**src/rtl/tick_timer_if.sv**
```systemverilog
// Control/status bundle between game logic and a tick_timer instance.
// The master drives the controls; the slave (the timer) drives the status.
interface tick_timer_if #(
   parameter int WIDTH = 16
);
   // Controls are sampled on the rising clk edge. start and stop are one-cycle
   // pulses, pause and auto_reload are levels, and no handshake is involved.
   logic             tick_in;
   logic [WIDTH-1:0] load_val;
   logic             start;
   logic             stop;
   logic             pause;
   logic             auto_reload;
   logic             busy;
   logic [WIDTH-1:0] remaining;
   logic             expired;
   logic             tick_fault;

   modport master (
      output tick_in, load_val, start, stop, pause, auto_reload,
      input  busy, remaining, expired, tick_fault
   );

   modport slave (
      input  tick_in, load_val, start, stop, pause, auto_reload,
      output busy, remaining, expired, tick_fault
   );
endinterface

```
**src/rtl/tick_timer.sv**
```systemverilog
// Countdown timer clocked by game-time tick strobes, with pause and auto-reload.
// Define TICK_TIMEOUT_EN to add a sticky missing-tick detector (tick_fault).
module tick_timer #(
   parameter int WIDTH    = 16,
   parameter int TICK_GAP = 5000
) (
   input  logic         clk,
   input  logic         reset,
   tick_timer_if.slave  bus,
   output logic [1:0]   dbg_state_o
);

   typedef enum logic [1:0] {
      IDLE  = 2'd0,
      RUN   = 2'd1,
      PAUSE = 2'd2
   } state_e;

   state_e           state_q;
   logic             busy_q;
   logic             expired_q;
   logic             ar_q;
   logic [WIDTH-1:0] remaining_q;
   logic [WIDTH-1:0] reload_q;

   // stop beats start beats tick; any tick that arrives alongside a control is dropped.
   always_ff @(posedge clk or negedge reset) begin
      if (!reset) begin
         state_q     <= IDLE;
         busy_q      <= 1'b0;
         expired_q   <= 1'b0;
         ar_q        <= 1'b0;
         remaining_q <= '0;
         reload_q    <= '0;
      end else begin
         expired_q <= 1'b0;
         if (bus.stop) begin
            state_q     <= IDLE;
            busy_q      <= 1'b0;
            remaining_q <= '0;
         end else if (bus.start) begin
            if (bus.load_val != '0) begin
               state_q     <= RUN;
               busy_q      <= 1'b1;
               remaining_q <= bus.load_val;
               reload_q    <= bus.load_val;
               ar_q        <= bus.auto_reload;
            end else begin
               // A zero interval expires at once and never enters RUN.
               state_q     <= IDLE;
               busy_q      <= 1'b0;
               remaining_q <= '0;
               expired_q   <= 1'b1;
            end
         end else begin
            case (state_q)
               RUN: begin
                  if (bus.pause) begin
                     state_q <= PAUSE;
                  end else if (bus.tick_in) begin
                     if (remaining_q > WIDTH'(1)) begin
                        remaining_q <= remaining_q - WIDTH'(1);
                     end else begin
                        expired_q <= 1'b1;
                        if (ar_q) begin
                           remaining_q <= reload_q;
                        end else begin
                           remaining_q <= '0;
                           state_q     <= IDLE;
                           busy_q      <= 1'b0;
                        end
                     end
                  end
               end
               PAUSE: begin
                  if (!bus.pause) state_q <= RUN;
               end
               default: ;
            endcase
         end
      end
   end

   assign bus.busy      = busy_q;
   assign bus.remaining = remaining_q;
   assign bus.expired   = expired_q;
   assign dbg_state_o   = state_q;

`ifdef TICK_TIMEOUT_EN
   localparam int GAP_LIMIT = 2 * TICK_GAP;
   localparam int GAP_W     = $clog2(GAP_LIMIT + 1);

   logic [GAP_W-1:0] gap_q;
   logic [GAP_W-1:0] gap_d;
   logic             fault_q;

   // Counts clk cycles spent in RUN since the last tick; saturates at the limit.
   always_comb begin
      gap_d = '0;
      if (state_q == RUN && !bus.tick_in && !bus.start) begin
         if (gap_q == GAP_W'(GAP_LIMIT)) gap_d = gap_q;
         else                            gap_d = gap_q + GAP_W'(1);
      end
   end

   always_ff @(posedge clk or negedge reset) begin
      if (!reset) begin
         gap_q   <= '0;
         fault_q <= 1'b0;
      end else begin
         gap_q <= gap_d;
         if (bus.start && !bus.stop)           fault_q <= 1'b0;
         else if (gap_d == GAP_W'(GAP_LIMIT))  fault_q <= 1'b1;
      end
   end

   assign bus.tick_fault = fault_q;
`else
   assign bus.tick_fault = 1'b0;
`endif

endmodule

```
**src/flat_wrapper.sv**
```systemverilog
// flat-port wrapper written by rule: the top's interface ports become plain ports
module tick_timer_flat 
#(
   parameter int WIDTH    = 16,
   parameter int TICK_GAP = 5000
)
  (clk, reset, dbg_state_o, bus_tick_in, bus_load_val, bus_start, bus_stop, bus_pause, bus_auto_reload, bus_busy, bus_remaining, bus_expired, bus_tick_fault);
  tick_timer_if #(.WIDTH(WIDTH)) bus_i ();
  input  logic clk;
  input  logic reset;
  output logic [1:0] dbg_state_o;
  input wire logic [$bits(bus_i.tick_in)-1:0] bus_tick_in;
  input wire logic [$bits(bus_i.load_val)-1:0] bus_load_val;
  input wire logic [$bits(bus_i.start)-1:0] bus_start;
  input wire logic [$bits(bus_i.stop)-1:0] bus_stop;
  input wire logic [$bits(bus_i.pause)-1:0] bus_pause;
  input wire logic [$bits(bus_i.auto_reload)-1:0] bus_auto_reload;
  output wire logic [$bits(bus_i.busy)-1:0] bus_busy;
  output wire logic [$bits(bus_i.remaining)-1:0] bus_remaining;
  output wire logic [$bits(bus_i.expired)-1:0] bus_expired;
  output wire logic [$bits(bus_i.tick_fault)-1:0] bus_tick_fault;
  assign bus_i.tick_in = bus_tick_in;
  assign bus_i.load_val = bus_load_val;
  assign bus_i.start = bus_start;
  assign bus_i.stop = bus_stop;
  assign bus_i.pause = bus_pause;
  assign bus_i.auto_reload = bus_auto_reload;
  assign bus_busy = bus_i.busy;
  assign bus_remaining = bus_i.remaining;
  assign bus_expired = bus_i.expired;
  assign bus_tick_fault = bus_i.tick_fault;
  tick_timer #(.WIDTH(WIDTH), .TICK_GAP(TICK_GAP)) u_core (.clk(clk), .reset(reset), .bus(bus_i), .dbg_state_o(dbg_state_o));
endmodule
```
**config.mk**
```make
export PLATFORM = sky130hd
export DESIGN_NAME = tick_timer_flat
export DESIGN_NICKNAME = d
export VERILOG_FILES = /design/src/rtl/tick_timer_if.sv /design/src/rtl/tick_timer.sv /design/src/flat_wrapper.sv
export SDC_FILE = /design/constraint.sdc
export NUM_CORES = 1
export LEC_CHECK = 0
export BUFFER_PORTS_ARGS = -buffer_cell sky130_fd_sc_hd__buf_2
export CORE_UTILIZATION = 40
export CTS_CLUSTER_DIAMETER = 40
export DETAILED_ROUTE_END_ITERATION = 10
export GPL_TIMING_DRIVEN = 0
export HOLD_SLACK_MARGIN = 0.05
export PLACE_DENSITY = 0.58
export SLEW_MARGIN = 15
export SYNTH_ARGS = -nofsm -noshare
export SYNTH_HDL_FRONTEND = slang
export SYNTH_SLANG_ARGS = --single-unit
export TNS_END_PERCENT = 5
```
**constraint.sdc**
```tcl
create_clock -name clk -period 5.5 [get_ports clk]
set_clock_uncertainty 0.1 [all_clocks]
set_input_delay 0.825 -clock clk [delete_from_list [all_inputs] [get_ports clk]]
set_output_delay 0.825 -clock clk [all_outputs]
set_load 0.02 [all_outputs]
```
Word-level counts from Yosys, hierarchy flattened
Cells that the tools add are included.
- output and inout port bits: 21
- logic and storage cells: 58
- register bits: 37
- bits of input ports: 23
- reductions and logical operators: 8
- bitwise gates (word level): 1
- add/sub/neg operators: 1
- equality and inequality tests: 9
- muxes and demuxes: 32
- magnitude comparators: 1
- operator list (cell ; number):
    two-way mux 16 bit ; 8
    greater-than comparator 16 x 1 -> 1 bit (second input constant) ; 1
    two-way mux 1 bit ; 16
    nonzero test 16 bit ; 1
    subtractor 16 x 1 -> 16 bit (second input constant) ; 1
    inequality test 5 bit (second input constant) ; 3
    two-way mux 2 bit ; 7
    AND reduction 5 bit ; 2
    inequality test 3 bit (second input constant) ; 3
    AND reduction 3 bit ; 2
    nonzero test 3 bit ; 2
    inequality test 4 bit (second input constant) ; 1
    one-hot mux 2 bit (2 select lines) ; 1
    nonzero test 4 bit ; 1
    equality test 2 x 1 -> 1 bit (second input constant) ; 1
    equality test 2 bit (second input constant) ; 1
    NOT 1 bit ; 1

Depth between registers and ports, before layout
Gate-level depths: netlist (run 1).
- word-level depth: 7
- mapped depth: 8
- gate-level depth less buffers: 7

Worst setup path after synthesis (run 1)
OpenSTA, ideal clock, no wires.
- path type: input -> register
- from: in bus_load_val[1]
- to: reg u_core.remaining_q[6] (netlist: u_core.bus.remaining[6])
- slack: 3.290 ns
- setup time: 0.132 ns
- arrival: 1.977 ns
- stages on the path: 6
- cell sequence: nor4_1 -> a41oi_1 -> clkbuf_1 -> and2_1 -> a221oi_1 -> a21oi_1
- word-level cells in the longest chain between the ends: 4
- RTL lines (what ; RTL line ; source):
    start: declaration ; flat_wrapper.sv:13 ; input wire logic [$bits(bus_i.load_val)-1:0] bus_load_val;
    nonzero test 16 bit ; tick_timer.sv:42 ; if (bus.load_val != '0) begin
    two-way mux 16 bit ; tick_timer.sv:42 ;
    two-way mux 16 bit ; tick_timer.sv:41 ; end else if (bus.start) begin
    two-way mux 16 bit ; tick_timer.sv:37 ; if (bus.stop) begin
    end signal: assignment ; tick_timer.sv:45 ; remaining_q <= bus.load_val;
    end signal: assignment ; tick_timer.sv:62 ; remaining_q <= remaining_q - WIDTH'(1);
    end signal: assignment ; tick_timer.sv:66 ; remaining_q <= reload_q;
    end: declaration ; tick_timer.sv:23 ; logic [WIDTH-1:0] remaining_q;
No other way between the ends.
A chain may end at the register's enable or synchronous reset.

Final worst setup path (run 1)
- from: in bus_load_val[1]
- to: reg u_core.reload_q[15]
- word-level cells in the longest chain between the ends: 2
- RTL lines (what ; RTL line ; source):
    nonzero test 16 bit ; tick_timer.sv:42 ;
    AND reduction 3 bit (no source line) ; - ;
    end signal: assignment ; tick_timer.sv:46 ; reload_q <= bus.load_val;
    end: declaration ; tick_timer.sv:24 ; logic [WIDTH-1:0] reload_q;
No other way between the ends.

==> run metrics, run 1 <==
Setup Crit Path Kind input pin to flip-flop; port bufs 42; DRT Pass-1 Iters 4; Critical Path End Type flip-flop; power per cell area 270 mW/mm²; Final nets between 300 and 400; CP max stage delay 0.54 ns; fmax between 300 and 400 MHz; Tmin final about 2.7 ns; Main synth FF type dfrtp_1; Lkg Pwr between 1 and 1.5 nW; Synth Instances about 260; Critical R2R Launch u_core.bus.remaining[0]; Core ar. about 0.0053 mm²; final period utilization 0.486; Mapped Area roughly 0.0023 mm²; FFs w/ async S/R, synth 1.00; Total Routing Usage GR 0.243; CTS clock-pin slew for the worst setup and hold paths 0.08 ns; die width ~77 µm; CP required around 5.6 ns; Hold Crit Endpoint u_core.reload_q[1]; Clk pwr share 0.271; Comb power frac 0.271; die height 77.1 µm; RSZ-0062 raised after global routing false; maximum vdd drop between 0.0001 and 0.00015 V; CTS hold repair buffers 0; Sw Ratio 0.354; worst-path cell chain buf_2 -> nor4_1 -> nand4_1 -> nand2b_1 -> clkbuf_1 -> clkbuf_1 -> nand2_1 -> nand2_1; RD Place Congestion around 0.84; net count after synthesis 285; post-CTS sizing 0; cts bufs inserted 5; reg2reg path depth 7; DP HPWL 4770 µm; fin cells 378; DRC 0; beginning of the worst hold path u_core.reload_q[1]; htree depth 2; initial core utilization 0.428; Final Hold Viols 0; hold depth 2; CTS max path bufs 2; layout cell share with drive strength beyond 1 0.214; top post-synthesis cells by area dfrtp_1, nand2_1, xnor2_1; Cells after DPL 370; measured slew at the worst slew-check pin around 0.95 ns; Area Growth Syn to Fin 17.0%; largest area contributor in the netlist dfrtp_1; Post-synth top cells nand2_1, dfrtp_1, nor2_1, a21oi_1, clkbuf_1; grt ovf 0; CP max FO 10; root buf cell clkbuf_8; Worst path slowest cell clkbuf_1; Critical Path Source Type input pin; Die Area ~0.0059 mm²; Final Setup Violations 0; CTS tree done; I/O pins 44; Slew HR 0.366; Synthesis Warnings 0; vias after detailed routing roughly 2200; Seq cells post-synth 37; post-synth cell types 59; Slew Viols, Final 0; drt initial violations ~140; sequential fraction of the synthesis area 0.410; antenna-violating nets left 0; flop2flop setup slack 2.96 ns; Pint 0.000460 W; Worst Hold Class flip-flop to flip-flop; post-synth top area share 0.410; setup bufs post-CTS 0; syn avg cell area 8.75 µm²; Antenna diodes 0; vias in the first global route between 2000 and 2500; run status completed; Post-synth EDFFs 0; DR vias/cell between 5 and 6; largest net degree at the start of global routing 38; Setup TNS Final 0 ns; most frequent cell after synthesis nand2_1; row count 26; Critical Path AT 2.81 ns; antenna violations before repair 0; first-pass GRT wire length 11000 µm; wire per inst around 18 µm; post-layout util 0.501; P_sw 0.000252 W; Setup Slack @ Placement approximately 2.6 ns; Post-Route WL 6720 µm; # Max-Cap Violations 0; Worst-Skew Late Latency roughly 0.3 ns; Reg-to-Reg End u_core.bus.remaining[8]; Reg power frac 0.458; Final WS setup about 2.8 ns; clock sinks 37
## kinds of logic (layout without fill, tap and decap cells)
group,count (synthesis),after routing,share of synthesized area
AND/OR/NAND/NOR,110,110,0.247
AO/OA/AOI/OAI,71,71,0.224
flip-flops,37,37,0.410
buffers and inverters,24,74,0.0510
XOR/XNOR,8,8,0.0310
adder cells (fa/ha/maj),4,4,0.0222
multiplexers,3,3,0.0133
other,1,1,0.00166
## routing by layer
| layer | track usage | wire length, µm | up-vias |
|---|---|---|---|
| li1 | - | - | 1035 |
| met1 | 0.337 | 3060 | 1051 |
| met2 | 0.381 | 3180 | 73 |
| met3 | 0.0298 | 410 | 5 |
| met4 | 0.0981 | 66 | 0 |
| met5 | 0 | 0 | - |
## layout by cell type, fill, tap and decap left out, types with 2 or more instances in the layout
master     instances
and2_1             5
or4_4              2
a41oi_1            3
buf_2             43
nor4_1             7
a211oi_1           4
a311oi_1           4
buf_6              2
nand3_1            2
nor3_1             3
a22oi_1            5
nand4_1            3
clkbuf_8           5
clkbuf_1          10
a21o_1             4
nor2_1            15
buf_4              2
o22ai_1            3
a31oi_1            6
inv_1              8
o41ai_1            2
ha_1               4
nand2_1           56
o2bb2ai_1          3
clkinv_2           2
mux2i_1            3
a221oi_1           3
o21ai_1            2
o21ai_0            8
xnor2_1            7
a21oi_1           11
and3_1             3
dfrtp_1           37
nand2b_1           2
o31ai_1            2
## state kept, by name, summed over array words and instances (netlist names)
signal and count:
u_core.ar_q 1, u_core.bus.busy 1, u_core.bus.expired 1, u_core.bus.remaining 16, u_core.dbg_state_o 2, u_core.reload_q 16
## worst max-delay path by stage
stage	from	endpoint	slack, ns
floorplan	bus_load_val[1]	u_core.bus.remaining[6]	3.29
global placement	bus_load_val[1]	u_core.bus.busy	2.51
detailed placement	bus_load_val[1]	u_core.bus.busy	2.56
CTS	bus_load_val[1]	u_core.reload_q[0]	2.87
global route	bus_load_val[1]	u_core.reload_q[3]	2.57
finish	bus_load_val[1]	u_core.reload_q[15]	2.83
## worst max-delay path, delay by kind of cell
kind	cells	cell delay [ns]
buffers and inverters	3	1.02
AND/OR/NAND/NOR	5	0.95
## power by group through the flow
stage	sequential (W)	clock (W)	combinational [W]
finish	0.000326	0.000193	0.000193
CTS	0.000326	0.000197	0.000193
detailed placement	0.000331	0	0.000191
global placement	0.000331	0	0.000190
global route	0.000331	0.000205	0.000213
floorplan	0.000341	0	0.000116
## final cells by class
cell class	instances	area, µm²
Multi-Input combinational cell	197	1220
Inverter	8	30.0
Timing Repair Buffer	42	210
Tap cell	70	87.6
Buffer	16	85.1
Clock inverter	3	17.5
Sequential cell	37	926
Clock buffer	5	68.8
Fill cell	544	2630
## metrics by stage
step	total power (W)	hold slack, ns	instance area, µm²
floorplan	0.000457	0.342	2260
detailed placement	0.000522	0.364	2550
CTS	0.000716	0.385	2640
global placement	0.000522	0.360	2550
global route	0.000749	0.405	2640
finish	0.000712	0.383	2640
Note: power is estimated with default switching activity, not from simulation.
==> inputs of run 2 (changes only) <==
Clock period 5.5 ns to 2.5 ns, I/O delays scaled along.
==> run 2 against run 1 <==
Combinational power grew 120%. Register-to-register slack lost 2.8 ns. Sequential cell count is the same. Cell area grew 0.76%. Final cell count grew 0.26%. Highest routed layer unchanged.
==> run metrics, run 2 (synthesis results as in run 1) <==
run status completed; first-pass GRT wire length 11000 µm (unchanged); power per cell area 593 mW/mm² (+120%); port bufs 42 (unchanged); grt ovf 0 (unchanged); Critical Path Stages 7 (-1); Final Hold Viols 0 (unchanged); Critical Path AT 2.49 ns (-0.32 ns); vias after detailed routing 2160 (-0.18%); antenna violations before repair 0 (unchanged); die height 77.1 µm (unchanged); Worst path slowest cell nor3_2; Lkg Pwr 1.24 nW (+1.0%); worst setup path start u_core.bus.remaining[4]; drt initial violations 120 (-13%); CP max FO 7 (-3); Total Routing Usage GR 0.243 (unchanged); CP required 2.61 ns (-3.02 ns); wire per inst 17.8 µm (+0.17%); root buf cell clkbuf_8; layout cell share with drive strength beyond 1 0.227 (+0.0123); Worst setup endpoint u_core.bus.remaining[15]; Setup Crit Path Kind flip-flop to flip-flop; flop2flop setup slack 0.12 ns (-2.84 ns); fmax 420 MHz; DP HPWL 4770 µm (unchanged); Worst Hold Class input pin to async pin; Register Area 926 µm² (unchanged); CTS tree done; htree depth 2 (unchanged); antenna-violating nets left 0 (unchanged); Largest delay share family, worst path simple AND/OR/NAND/NOR gates; CTS hold repair buffers 0 (unchanged); worst-path cell chain clkbuf_2 -> nor4_4 -> buf_4 -> nand3_2 -> nor3_2 -> nand3_1 -> a311oi_1; worst path bufs/invs 2 (-1); DRT Pass-1 Iters 5 (+1); cts bufs inserted 5 (unchanged); CTS max path bufs 2 (unchanged); most frequent cells in the layout nand2_1, buf_2, dfrtp_1; CP max stage delay 0.55 ns (about the same); maximum vdd drop 0.000273 V (+120%); Setup TNS Final 0 ns (unchanged); largest net degree at the start of global routing 38 (unchanged); reg2reg path depth 7 (unchanged); # Max-Cap Violations 0 (unchanged); I/O pins 44 (unchanged); RD Place Congestion 0.838 (unchanged); Antenna diodes 0 (unchanged); Area Growth Syn to Fin 17.9%; Critical R2R Launch u_core.bus.remaining[4]; Critical Path End Type flip-flop; Post-Route WL 6750 µm (+0.43%); commonest non-fill, non-tap cell in the layout nand2_1; Design Power 0.00158 W (+120%); Final Setup Violations 0 (unchanged); Tmin final roughly 2.4 ns; Reg-to-Reg End u_core.bus.remaining[15]; Core ar. 0.00527 mm² (unchanged); Die Area 0.00595 mm² (unchanged); DRC 0 (unchanged); vias in the first global route 2086 (unchanged); final hold slack 0.0834 ns (-0.300 ns); die width 77.1 µm (unchanged); clock sinks 37 (unchanged); row count 26 (unchanged); Critical Path Source Type flip-flop; RSZ-0062 raised after global routing true; Worst-Skew Late Latency 0.30 ns (about the same); final period utilization 0.952; Fillers 540 (-0.74%); Slew Viols, Final 0 (unchanged); multi-input logic area 0.00122 mm² (+0.72%); CTS clock-pin slew for the worst setup and hold paths 0.08 ns (about the same); DR vias/cell 5.70 (-0.45%); measured slew at the worst slew-check pin 0.860 ns (-0.0886 ns); initial core utilization 0.428 (unchanged); Slew HR 0.427 (+0.0604); Final nets 335 (+0.30%)
[run 2: cell types whose count changed in the layout (fill, tap and decap cells not counted), sizes merged]
cell / before / now
clkbuf: 16 / 15
buf: 47 / 49
[run 2: routing by layer]
| layer | wire [µm] | share of wire | GRT usage |
|---|---|---|---|
| met3 | 321 | 0.048 | 0.0298 |
| met2 | 3120 | 0.46 | 0.381 |
| met4 | 138 | 0.020 | 0.0981 |
| met5 | 0 | 0 | 0 |
| met1 | 3170 | 0.47 | 0.337 |
[run 2: per-stage QoR]
stage          area (µm²)  instances   util  setup WS [ns]
2_1_floorplan        2260        258      -          0.394
3_3_place_gp         2550        370  0.485        -0.0447
3_5_place_dp         2550        370  0.485        0.00919
4_1_cts              2650        378  0.502         0.0635
5_1_grt              2660        379  0.505        -0.0534
6_report             2660        379  0.505          0.121
[run 2: layout make-up]
class,count,share of cell area
Tap cell,70,0.0329
Clock inverter,3,0.00658
Sequential cell,37,0.348
Clock buffer,5,0.0259
Inverter,8,0.0113
Multi-Input combinational cell,197,0.460
Buffer,15,0.0306
Timing Repair Buffer,44,0.0846
[run 2: worst min path at each step]
stage | start | endpoint | slack (ns) | cells past startpoint
floorplan | reset | u_core.ar_q | -0.02 | 0
global placement | u_core.reload_q[13] | u_core.reload_q[13] | 0.36 | 1
finish | reset | u_core.bus.remaining[0] | 0.08 | 1
detailed placement | u_core.reload_q[10] | u_core.reload_q[10] | 0.36 | 1
global route | reset | u_core.bus.remaining[0] | 0.17 | 1
CTS | reset | u_core.dbg_state_o[0] | 0.12 | 1
[run 2: where the power goes]
part           switching [W]  leakage [nW]  internal [W]  total, W
Combinational       0.000266         0.729      0.000167  0.000433
Sequential         0.0000598         0.470      0.000659  0.000719
Clock               0.000233        0.0439      0.000193  0.000426
Total               0.000559          1.24       0.00102   0.00158
[run 2: what timing repair did]
action                                  in CTS  in global routing
pin swaps                                    0                  2
buffers inserted                             0                  2
gates resized for setup                      1                  3
endpoints found under the setup margin       1                 10
[run 2: worst register-to-register path: stages (launching register included)]
cell and delay, ns:
dfrtp_1 0.38, clkbuf_2 0.17, nor4_4 0.26, buf_4 0.19
nand3_2 0.22, nor3_2 0.55, nand3_1 0.14, a311oi_1 0.27
